==> config.mk <==
export PLATFORM = sky130hd
export DESIGN_NAME = axi_rd_arbiter
export DESIGN_NICKNAME = d
export VERILOG_FILES = /design/src/rtl/axi_rd_arbiter.sv
export SDC_FILE = /design/constraint.sdc
export NUM_CORES = 1
export LEC_CHECK = 0
export CAP_MARGIN = 20
export CORE_MARGIN = 5
export CORE_UTILIZATION = 29
export CTS_CLUSTER_DIAMETER = 80
export DETAILED_ROUTE_END_ITERATION = 16
export MAX_ROUTING_LAYER = met4
export PLACE_DENSITY_LB_ADDON = 0.12
export SLEW_MARGIN = 25
export SYNTH_ARGS = -nofsm -noshare
export SYNTH_HDL_FRONTEND = slang
export SYNTH_SLANG_ARGS = --single-unit
==> constraint.sdc <==
create_clock -name clk -period 1.55 [get_ports clk]
set_input_delay 0.31 -clock clk [delete_from_list [all_inputs] [get_ports clk]]
set_output_delay 0.31 -clock clk [all_outputs]
set_load 0.05 [all_outputs]
==> src/rtl/axi_rd_arbiter.sv <==
// Two-master AXI read-address/read-data arbiter onto one slave port, one transaction in flight; AR-to-slave latency 1 cycle.
// Stalls on s_arready/m_rready; ties favour LSU, or alternate when ARB_ROUND_ROBIN_EN is defined.
module axi_rd_arbiter #(
  parameter int ADDR_W = 32,
  parameter int DATA_W = 32
) (
  input  logic                  clk,
  input  logic                  rst,
  input  logic [1:0]            m_arvalid,
  output logic [1:0]            m_arready,
  input  logic [2*ADDR_W-1:0]   m_araddr,
  output logic [1:0]            m_rvalid,
  input  logic [1:0]            m_rready,
  output logic [2*DATA_W-1:0]   m_rdata,
  output logic [3:0]            m_rresp,
  output logic                  s_arvalid,
  input  logic                  s_arready,
  output logic [ADDR_W-1:0]     s_araddr,
  input  logic                  s_rvalid,
  output logic                  s_rready,
  input  logic [DATA_W-1:0]     s_rdata,
  input  logic [1:0]            s_rresp
);

  typedef enum logic [2:0] {
    IDLE = 3'b001,
    ADDR = 3'b010,
    DATA = 3'b100
  } state_t;

  state_t              state_q, state_d;
  logic                gnt_q;
  logic [ADDR_W-1:0]   addr_q;
  logic                win;
  logic                tie_pick;
  logic                ar_hs;
  logic                rd_done;
  logic [ADDR_W-1:0]   win_addr;

`ifdef ARB_ROUND_ROBIN_EN
  logic ptr_q;

  always_ff @(posedge clk or negedge rst) begin
    if (!rst) begin
      ptr_q <= 1'b0;
    end else if (rd_done) begin
      ptr_q <= ~gnt_q;
    end
  end

  assign tie_pick = ptr_q;
`else
  assign tie_pick = 1'b1;
`endif

  always_comb begin
    win = 1'b0;
    case (m_arvalid)
      2'b01:   win = 1'b0;
      2'b10:   win = 1'b1;
      2'b11:   win = tie_pick;
      default: win = 1'b0;
    endcase
  end

  assign win_addr = win ? m_araddr[ADDR_W +: ADDR_W] : m_araddr[0 +: ADDR_W];
  assign ar_hs    = |m_arready;
  assign rd_done  = (state_q == DATA) && s_rvalid && s_rready;

  // m_arready is gated by rst so nothing leaks out while reset is held
  always_comb begin
    state_d   = state_q;
    m_arready = 2'b00;
    m_rvalid  = 2'b00;
    m_rdata   = '0;
    m_rresp   = 4'b0000;
    s_arvalid = 1'b0;
    s_araddr  = '0;
    s_rready  = 1'b0;
    case (state_q)
      IDLE: begin
        if (rst && (|m_arvalid)) begin
          m_arready[win] = 1'b1;
          state_d        = ADDR;
        end
      end
      ADDR: begin
        s_arvalid = 1'b1;
        s_araddr  = addr_q;
        if (s_arready) begin
          state_d = DATA;
        end
      end
      DATA: begin
        s_rready        = m_rready[gnt_q];
        m_rvalid[gnt_q] = s_rvalid;
        if (gnt_q) begin
          m_rdata[DATA_W +: DATA_W] = s_rdata;
          m_rresp[3:2]              = s_rresp;
        end else begin
          m_rdata[0 +: DATA_W] = s_rdata;
          m_rresp[1:0]         = s_rresp;
        end
        if (s_rvalid && m_rready[gnt_q]) begin
          state_d = IDLE;
        end
      end
      default: state_d = IDLE;
    endcase
  end

  always_ff @(posedge clk or negedge rst) begin
    if (!rst) begin
      state_q <= IDLE;
      gnt_q   <= 1'b0;
      addr_q  <= '0;
    end else begin
      state_q <= state_d;
      if (ar_hs) begin
        gnt_q  <= win;
        addr_q <= win_addr;
      end
    end
  end

endmodule

* Yosys cells after proc, flatten, opt, wreduce, memory -nomap -nowiden
Index checks and enable logic that the tools add are counted.
W data, S select, Z words.
** Word-level totals
- Bits in registers :: 36
- Bits of input ports :: 106
- Output and inout bits :: 106
- Logic and storage cells :: 48
** Cells by class
- Order comparisons :: 4
- Equal/unequal tests :: 8
- Mux-type cells :: 24
- Bitwise operators :: 1
- Reductions and logical operators :: 8
** Operators by type and width (number)
- $mux W32 :: 4
- $mux W64 :: 1
- $mux W2 :: 5
- $mux W3 :: 3
- $pmux W3 S3 :: 1
- $mux W1 :: 7
- $reduce_or A2 Y1 :: 3
- $eq A2 B2 Y1 const B :: 2
- $logic_and A1 B1 Y1 :: 4
- $lt A1 B2 Y1 const B :: 2
- $mux W4 :: 1
- $ne A2 B2 Y1 const B :: 2
- $eq A3 B1 Y1 const B :: 1
- $eq A3 B2 Y1 const B :: 1
- $eq A3 B3 Y1 const B :: 1
- $reduce_and A3 Y1 :: 1
- $and A2 B2 Y2 :: 1
- $demux W1 S1 :: 2
- $ge A1 B1 Y1 const B :: 2
- $ne A2 B1 Y1 const B :: 1

* Depth between registers and ports, before layout
Gate-level depths: netlist (run 1).
- Depth in word-level cells :: 10
- Mapped depth :: 4
- Depth with buffers taken out :: 3

* Worst setup path after synthesis (run 1)
Ideal clock, no wire load.
- Kind :: register to output
- From :: reg state_q[0]
- To :: out m_arready[0]
- Data arrival time :: 1728 ps
- Required time :: 1240 ps
- Setup slack :: -488 ps
- Cell stages (with the launch flop) :: 5
- Path buffers :: 1
- Cells stage by stage :: dfstp_2 > and4bb_2 > o21ai_2 > buf_4 > nor2_1
** Between the ends
- Cells in the longest elaborated chain, start to end :: 2
** Ends and longest elaborated chain
- start, declared :: RTL line 31 : state_t state_q, state_d;
- start signal, assigned :: RTL line 118 : state_q <= state_d;
- $eq A3 B1 Y1 :: RTL line 80 : case (state_q)
- $mux W2 :: RTL line 80
- end, declared :: RTL line 10 : output logic [1:0] m_arready,
No other way between the ends.

* Worst setup path in the final report (run 1)
- From :: reg state_q[1]
- To :: out m_rdata[8]
** Between the ends
- Cells in the longest elaborated chain, start to end :: 2
** Ends and longest elaborated chain
- $eq A3 B3 Y1 :: RTL line 80
- $mux W64 :: RTL line 80
- end, declared :: RTL line 14 : output logic [2*DATA_W-1:0] m_rdata,
No other way between the ends.

==> results of run 1 <==
[how the worst max path moves through the flow]
stage,from,endpoint,slack (ps),cells after the start
after floorplan,state_q[0]$_DFFE_PN1P_,m_rdata[10],-170,4
after global placement,state_q[0]$_DFFE_PN1P_,m_rdata[0],-160,5
after detailed placement,state_q[0]$_DFFE_PN1P_,m_rdata[8],-180,5
after CTS,state_q[1]$_DFFE_PN0P_,m_rdata[8],-500,5
after global routing,state_q[1]$_DFFE_PN0P_,m_rdata[8],-550,5
final,state_q[1]$_DFFE_PN0P_,m_rdata[8],-500,5
[timing repair]
item / in CTS / in global routing
hold buffers: 0 / 0
endpoints found under the setup margin: 106 / 141
buffers inserted: 12 / 3
pin swaps: 27 / 2
cloned: 5 / 2
resized for setup: 38 / 8
[metrics by stage]
stage,hold slack [ps],util,power [W],setup slack [ps],instance area [um^2]
floorplan,14.41,-,0.002920,-166.4,2645
global placement,432.1,0.7279,0.003999,-159.3,6041
detailed placement,426.5,0.7279,0.004093,-182.2,6041
CTS,108.5,0.7815,0.005195,-499.3,6486
global route,143.1,0.7889,0.005525,-552.1,6548
finish,95.40,0.7889,0.005258,-498.5,6548
[power groups by stage]
stage          Clock [W]  Sequential [W]  Combinational [W]
2_1_floorplan          0         0.00158            0.00134
3_3_place_gp           0         0.00160            0.00239
5_1_grt         0.000716         0.00172            0.00309
3_5_place_dp           0         0.00165            0.00245
4_1_cts         0.000682         0.00166            0.00285
6_report        0.000661         0.00167            0.00293
[synthesized netlist by cell type (all sizes together)]
cell      n  area share
nor2      4       0.012
o21ai     3      0.0075
mux2i     1      0.0040
o211a     1      0.0040
or3b      1      0.0045
mux2     64        0.29
buf       8       0.022
or4bb     1      0.0045
and2    103        0.26
clkbuf    8       0.015
dfstp     1       0.011
dfrtp    35        0.35
nor3b     1      0.0030
inv       2      0.0030
nor2b     1      0.0025
and4bb    1      0.0050
a21o      1      0.0030
[critical path, stage by stage, from the launching register on]
cell and delay, ps:
dfrtp_1 400, or3b_4 420, nor2_4 120, buf_12 170, and2_2 190, buf_12 140
[final cells by class]
class | instances | area [um^2] | share of cell area
Clock buffer | 7 | 76.32 | 0.01166
Clock inverter | 1 | 8.758 | 0.001338
Inverter | 2 | 7.507 | 0.001147
Multi-Input combinational cell | 182 | 1697 | 0.2591
Sequential cell | 36 | 902.1 | 0.1378
Tap cell | 105 | 131.4 | 0.02006
Timing Repair Buffer | 248 | 3725 | 0.5689
[sequential cells by signal (all words and copies together) (netlist names)]
signal   flops
addr_q      32
state_q      3
gnt_q        1
[cells in the final DEF, fill, tap and decap left out, types with 2 or more instances in the layout]
cell | synthesis | routed
mux2_2 | 64 | 64
clkbuf_8 | 0 | 5
buf_6 | 2 | 11
buf_12 | 0 | 116
nor2_4 | 2 | 4
clkdlybuf4s50_1 | 0 | 103
buf_2 | 5 | 2
and2_2 | 0 | 68
clkbuf_1 | 2 | 2
buf_16 | 0 | 5
and2_4 | 0 | 35
inv_1 | 2 | 2
buf_4 | 1 | 10
dfrtp_1 | 35 | 35
[routing by layer]
metal,vias to the layer above,GRT usage,share of wire
met5,-,-,0
met4,0,0.04743,0.013
met3,10,0.05616,0.10
met2,125,0.3788,0.55
met1,1287,0.2105,0.33
li1,1256,-,-
[cell families (layout without fill, tap and decap cells)]
| group | after synthesis | in the layout | share of synthesized area |
|---|---|---|---|
| and+or+nand+nor | 112 | 112 | 0.2902 |
| buffers and inverters | 18 | 258 | 0.04016 |
| DFF | 36 | 36 | 0.3619 |
| muxes | 65 | 65 | 0.2932 |
| AOI/OAI and AO/OA | 5 | 5 | 0.01456 |
==> impl_metrics.env, run 1 <==
export IMPL_status="complete, but fails checks"
export IMPL_tightest_slew_ps=467.6
export IMPL_viasPerCell=4.609
export IMPL_internal_power_w=0.003490
export IMPL_fin_crit_ps=2048
export IMPL_rows=33
export IMPL_antenna_found_initial=0
export IMPL_diodes=0
export IMPL_clock_power_share=0.126
export IMPL_timing_final_crit_share=1.322
export IMPL_synth_seq_area_share=0.3619
export IMPL_ys_seq_elements=36
export IMPL_critPathKind="flip-flop to output port"
export IMPL_fp_dieH_um=102.7
export IMPL_powerDensity_nw_per_um2=803.0
export IMPL_yosysWarnings=0
export IMPL_r2r_setup_slack_ps=-140
export IMPL_r2r_end="addr_q[27]$_DFFE_PN0P_"
export IMPL_clk_insertion_delay_late_ps=290
export IMPL_fin_cells=581
export IMPL_hold_path_class="input pin to asynchronous set/reset pin"
export IMPL_drt_iter0_drc=36
export IMPL_setup_violations=140
export IMPL_die_width_um=102.7
export IMPL_cp_data_required_time_ps=1240
export IMPL_drv_slew=0
export IMPL_grt_use_total=0.2031
export IMPL_violations="negative setup slack"
export IMPL_p_comb_frac=0.557
export IMPL_initial_utilization=0.3003
export IMPL_mappedNetlistArea_um2=2492
export IMPL_slew_headroom=0.6883
export IMPL_rr_worst_depth=6
export IMPL_syn_inst=236
export IMPL_drc=0
export IMPL_numCtsBuffers=5
export IMPL_die_area_um2=10550
export IMPL_switching_power_w=0.001768
export IMPL_finalHoldViolations=0
export IMPL_cp_data_arrival_time_ps=1740
export IMPL_fmax_mhz=488.2
export IMPL_gp_congestion=0.7980
export IMPL_cts_sinks=36
export IMPL_r2r_start="state_q[1]$_DFFE_PN0P_"
export IMPL_area_growth_pct=162.7
export IMPL_swShare=0.3363
export IMPL_vias=2678
export IMPL_grt_max_degree=37
export IMPL_clkTransAtPathRegs_ps=80
export IMPL_postLayoutSetupSlackWorst_ps=-498.5
export IMPL_cp_end_kind="output port"
export IMPL_grt_pass1_wl_mm=15.81
export IMPL_numPortBuffers=211
export IMPL_grt_overflow=0
export IMPL_clockBufferDepth=2
export IMPL_p_seq_frac=0.317
export IMPL_num_fill_cells=516
export IMPL_max_vdd_ir_drop_mv=0.8276
export IMPL_hpwl_mm=8.310
export IMPL_clock_skew_ps=14.89
export IMPL_htreeDepth=2
export IMPL_synth_fp_nets=342
export IMPL_setup_tns_ps=-51640
export IMPL_path_max_fanout=35
export IMPL_cts_tree="done"
export IMPL_pin_count=212
export IMPL_critPathLaunchType="flip-flop"
export IMPL_p_leak_nw=2.740
export IMPL_wl_mm=10.70
export IMPL_final_nets=581
export IMPL_rsz0062_at_grt="yes"
export IMPL_drv_cap=0
export IMPL_firstDrtPassIters=4
export IMPL_avgSynthCellArea_um2=10.56
export IMPL_fp_coreArea_um2=8299
export IMPL_dp_cells=552
export IMPL_root_buffer="clkbuf_8"
export IMPL_drive_above_1_share=0.6870
export IMPL_wl_per_cell_um=18.42
export IMPL_synth_distinct_cells=22
export IMPL_ant_nets=0
export IMPL_grt_pass1_vias=2839
Note: power is estimated with default switching activity, not from simulation.
==> run 2, diff against run 1 <==
--- a/config.mk
+++ b/config.mk
@@ -6,11 +6,10 @@
 export NUM_CORES = 1
 export LEC_CHECK = 0
 export CAP_MARGIN = 20
-export CORE_MARGIN = 5
+export CORE_MARGIN = 4
 export CORE_UTILIZATION = 29
 export CTS_CLUSTER_DIAMETER = 80
 export DETAILED_ROUTE_END_ITERATION = 16
-export MAX_ROUTING_LAYER = met4
 export PLACE_DENSITY_LB_ADDON = 0.12
 export SLEW_MARGIN = 25
 export SYNTH_ARGS = -nofsm -noshare
==> impl_metrics.env, run 2 (synthesis results as in run 1) <==
export IMPL_htreeDepth=2
export IMPL_cts_tree="done"
export IMPL_internal_power_w=0.003370
export IMPL_fp_coreArea_um2=8299
export IMPL_area_growth_pct=155.7
export IMPL_postLayoutSetupSlackWorst_ps=-462.6
export IMPL_cp_common_cell="buf_12"
export IMPL_finalHoldViolations=0
export IMPL_worstPathCellList="or3b_4 > nor2_4 > buf_12 > and2_2 > buf_12"
export IMPL_path_delay_family="simple AND/OR/NAND/NOR gates"
export IMPL_setup_violations=140
export IMPL_clockBufferDepth=2
export IMPL_critPathMaxStageDelay_ps=430
export IMPL_clk_insertion_delay_late_ps=280
export IMPL_root_buffer="clkbuf_8"
export IMPL_largest_register_ffs=32
export IMPL_cp_data_arrival_time_ps=1700
export IMPL_powerDensity_nw_per_um2=785.9
export IMPL_final_common_cell="buf_12"
export IMPL_final_nets=572
export IMPL_p_leak_nw=2.666
export IMPL_fmax_mhz=496.9
export IMPL_gp_congestion=0.8473
export IMPL_path_max_fanout=35
export IMPL_ctsHoldBuffers=0
export IMPL_max_vdd_ir_drop_mv=0.6062
export IMPL_fin_crit_ps=2013
export IMPL_numPortBuffers=211
export IMPL_drv_slew=0
export IMPL_timing_final_crit_share=1.298
export IMPL_clkTransAtPathRegs_ps=70
export IMPL_antenna_found_initial=0
export IMPL_initial_utilization=0.3003
export IMPL_regMostFlops="addr_q"
export IMPL_slowest_stage="or3b_4"
export IMPL_r2r_start="state_q[0]$_DFFE_PN1P_"
export IMPL_wl_mm=9.519
export IMPL_slew_headroom=0.7008
export IMPL_power_w=0.005009
export IMPL_fin_worst_hold_slack_ps=104.1
export IMPL_cp_end_kind="output port"
export IMPL_p_comb_frac=0.536
export IMPL_critPathKind="flip-flop to output port"
export IMPL_grt_use_total=0.1834
export IMPL_hold_path_class="input pin to asynchronous set/reset pin"
export IMPL_ant_nets=0
export IMPL_clock_power_share=0.135
export IMPL_cp_data_required_time_ps=1240
export IMPL_die_width_um=100.7
export IMPL_pin_count=212
export IMPL_tightest_slew_ps=448.8
export IMPL_largestRegisters="addr_q (32), state_q (3), gnt_q (1)"
export IMPL_viasPerCell=4.502
export IMPL_clock_skew_ps=6.368
export IMPL_wl_per_cell_um=16.64
export IMPL_critical_path_startpoint="state_q[0]$_DFFE_PN1P_"
export IMPL_p_seq_frac=0.329
export IMPL_r2r_setup_slack_ps=-230
export IMPL_rsz0062_at_grt="yes"
export IMPL_crit_buf_inv=2
export IMPL_rows=33
export IMPL_die_area_um2=10140
export IMPL_vias=2575
export IMPL_num_fill_cells=574
export IMPL_drive_above_1_share=0.6809
export IMPL_numCtsBuffers=5
export IMPL_critPathLaunchType="flip-flop"
export IMPL_status="complete, but fails checks"
export IMPL_hpwl_mm=7.860
export IMPL_drt_iter0_drc=47
export IMPL_drc=0
export IMPL_fp_dieH_um=100.7
export IMPL_violations="negative setup slack"
export IMPL_cts_sinks=36
export IMPL_grt_max_degree=37
export IMPL_swShare=0.3273
export IMPL_grt_pass1_wl_mm=14.51
export IMPL_switching_power_w=0.001639
export IMPL_grt_pass1_vias=2648
export IMPL_final_cell_mix="buf_12 (112), clkdlybuf4s50_1 (103), and2_2 (69)"
export IMPL_drv_cap=0
export IMPL_grt_overflow=0
export IMPL_firstDrtPassIters=4
export IMPL_rr_worst_depth=7
export IMPL_diodes=0
export IMPL_r2r_end="addr_q[0]$_DFFE_PN0P_"
[run 2: stage by stage]
stage / instance area (um^2) / cells / worst slack (ps) / utilization / setup TNS (ps)
after floorplan: 2645 / 236 / -166.4 / - / -10190
after global placement: 6046 / 551 / -158.3 / 0.7285 / -14400
after detailed placement: 6046 / 551 / -175.6 / 0.7285 / -16160
after CTS: 6307 / 569 / -477.5 / 0.7600 / -48520
after global routing: 6374 / 572 / -543.0 / 0.7680 / -61050
final: 6374 / 572 / -462.6 / 0.7680 / -51020
[run 2: repair_timing]
action	4_1_cts	5_1_grt
hold endpoints to repair	0	0
resized for setup	25	17
pin swaps	12	24
cloned	3	1
setup buffers	7	3
setup endpoints to repair	138	139
[run 2: layer usage]
metal,wire [um],global-route usage,vias up,part of all wire
li1,-,-,1247,-
met1,3463,0.2081,1179,0.36
met2,4923,0.3337,135,0.52
met3,922,0.04913,14,0.097
met4,210,0.05389,0,0.022
met5,0,0,-,0
[run 2: worst max-delay path by stage]
stage,endpoint,cells after the start
2_1_floorplan,m_rdata[10],4
3_3_place_gp,addr_q[23]$_DFFE_PN0P_,4
3_5_place_dp,addr_q[26]$_DFFE_PN0P_,4
4_1_cts,m_rdata[26],5
5_1_grt,m_rdata[26],5
6_report,m_rdata[26],5
[run 2: power by group through the flow]
stage	Clock, W	Combinational (W)	Sequential (W)
floorplan	0	0.00134	0.00158
detailed placement	0	0.00245	0.00164
global placement	0	0.00240	0.00161
finish	0.000676	0.00268	0.00165
global route	0.000748	0.00283	0.00172
CTS	0.000701	0.00264	0.00164
[run 2: area by class of cell]
| class | count | area, um^2 | share of cell area |
|---|---|---|---|
| clock buffers | 8 | 90.09 | 0.01413 |
| multi-input cells | 182 | 1695 | 0.2660 |
| well taps | 105 | 131.4 | 0.02061 |
| repair buffers | 239 | 3547 | 0.5565 |
| inverters | 2 | 7.507 | 0.001178 |
| flip-flops and latches | 36 | 902.1 | 0.1415 |
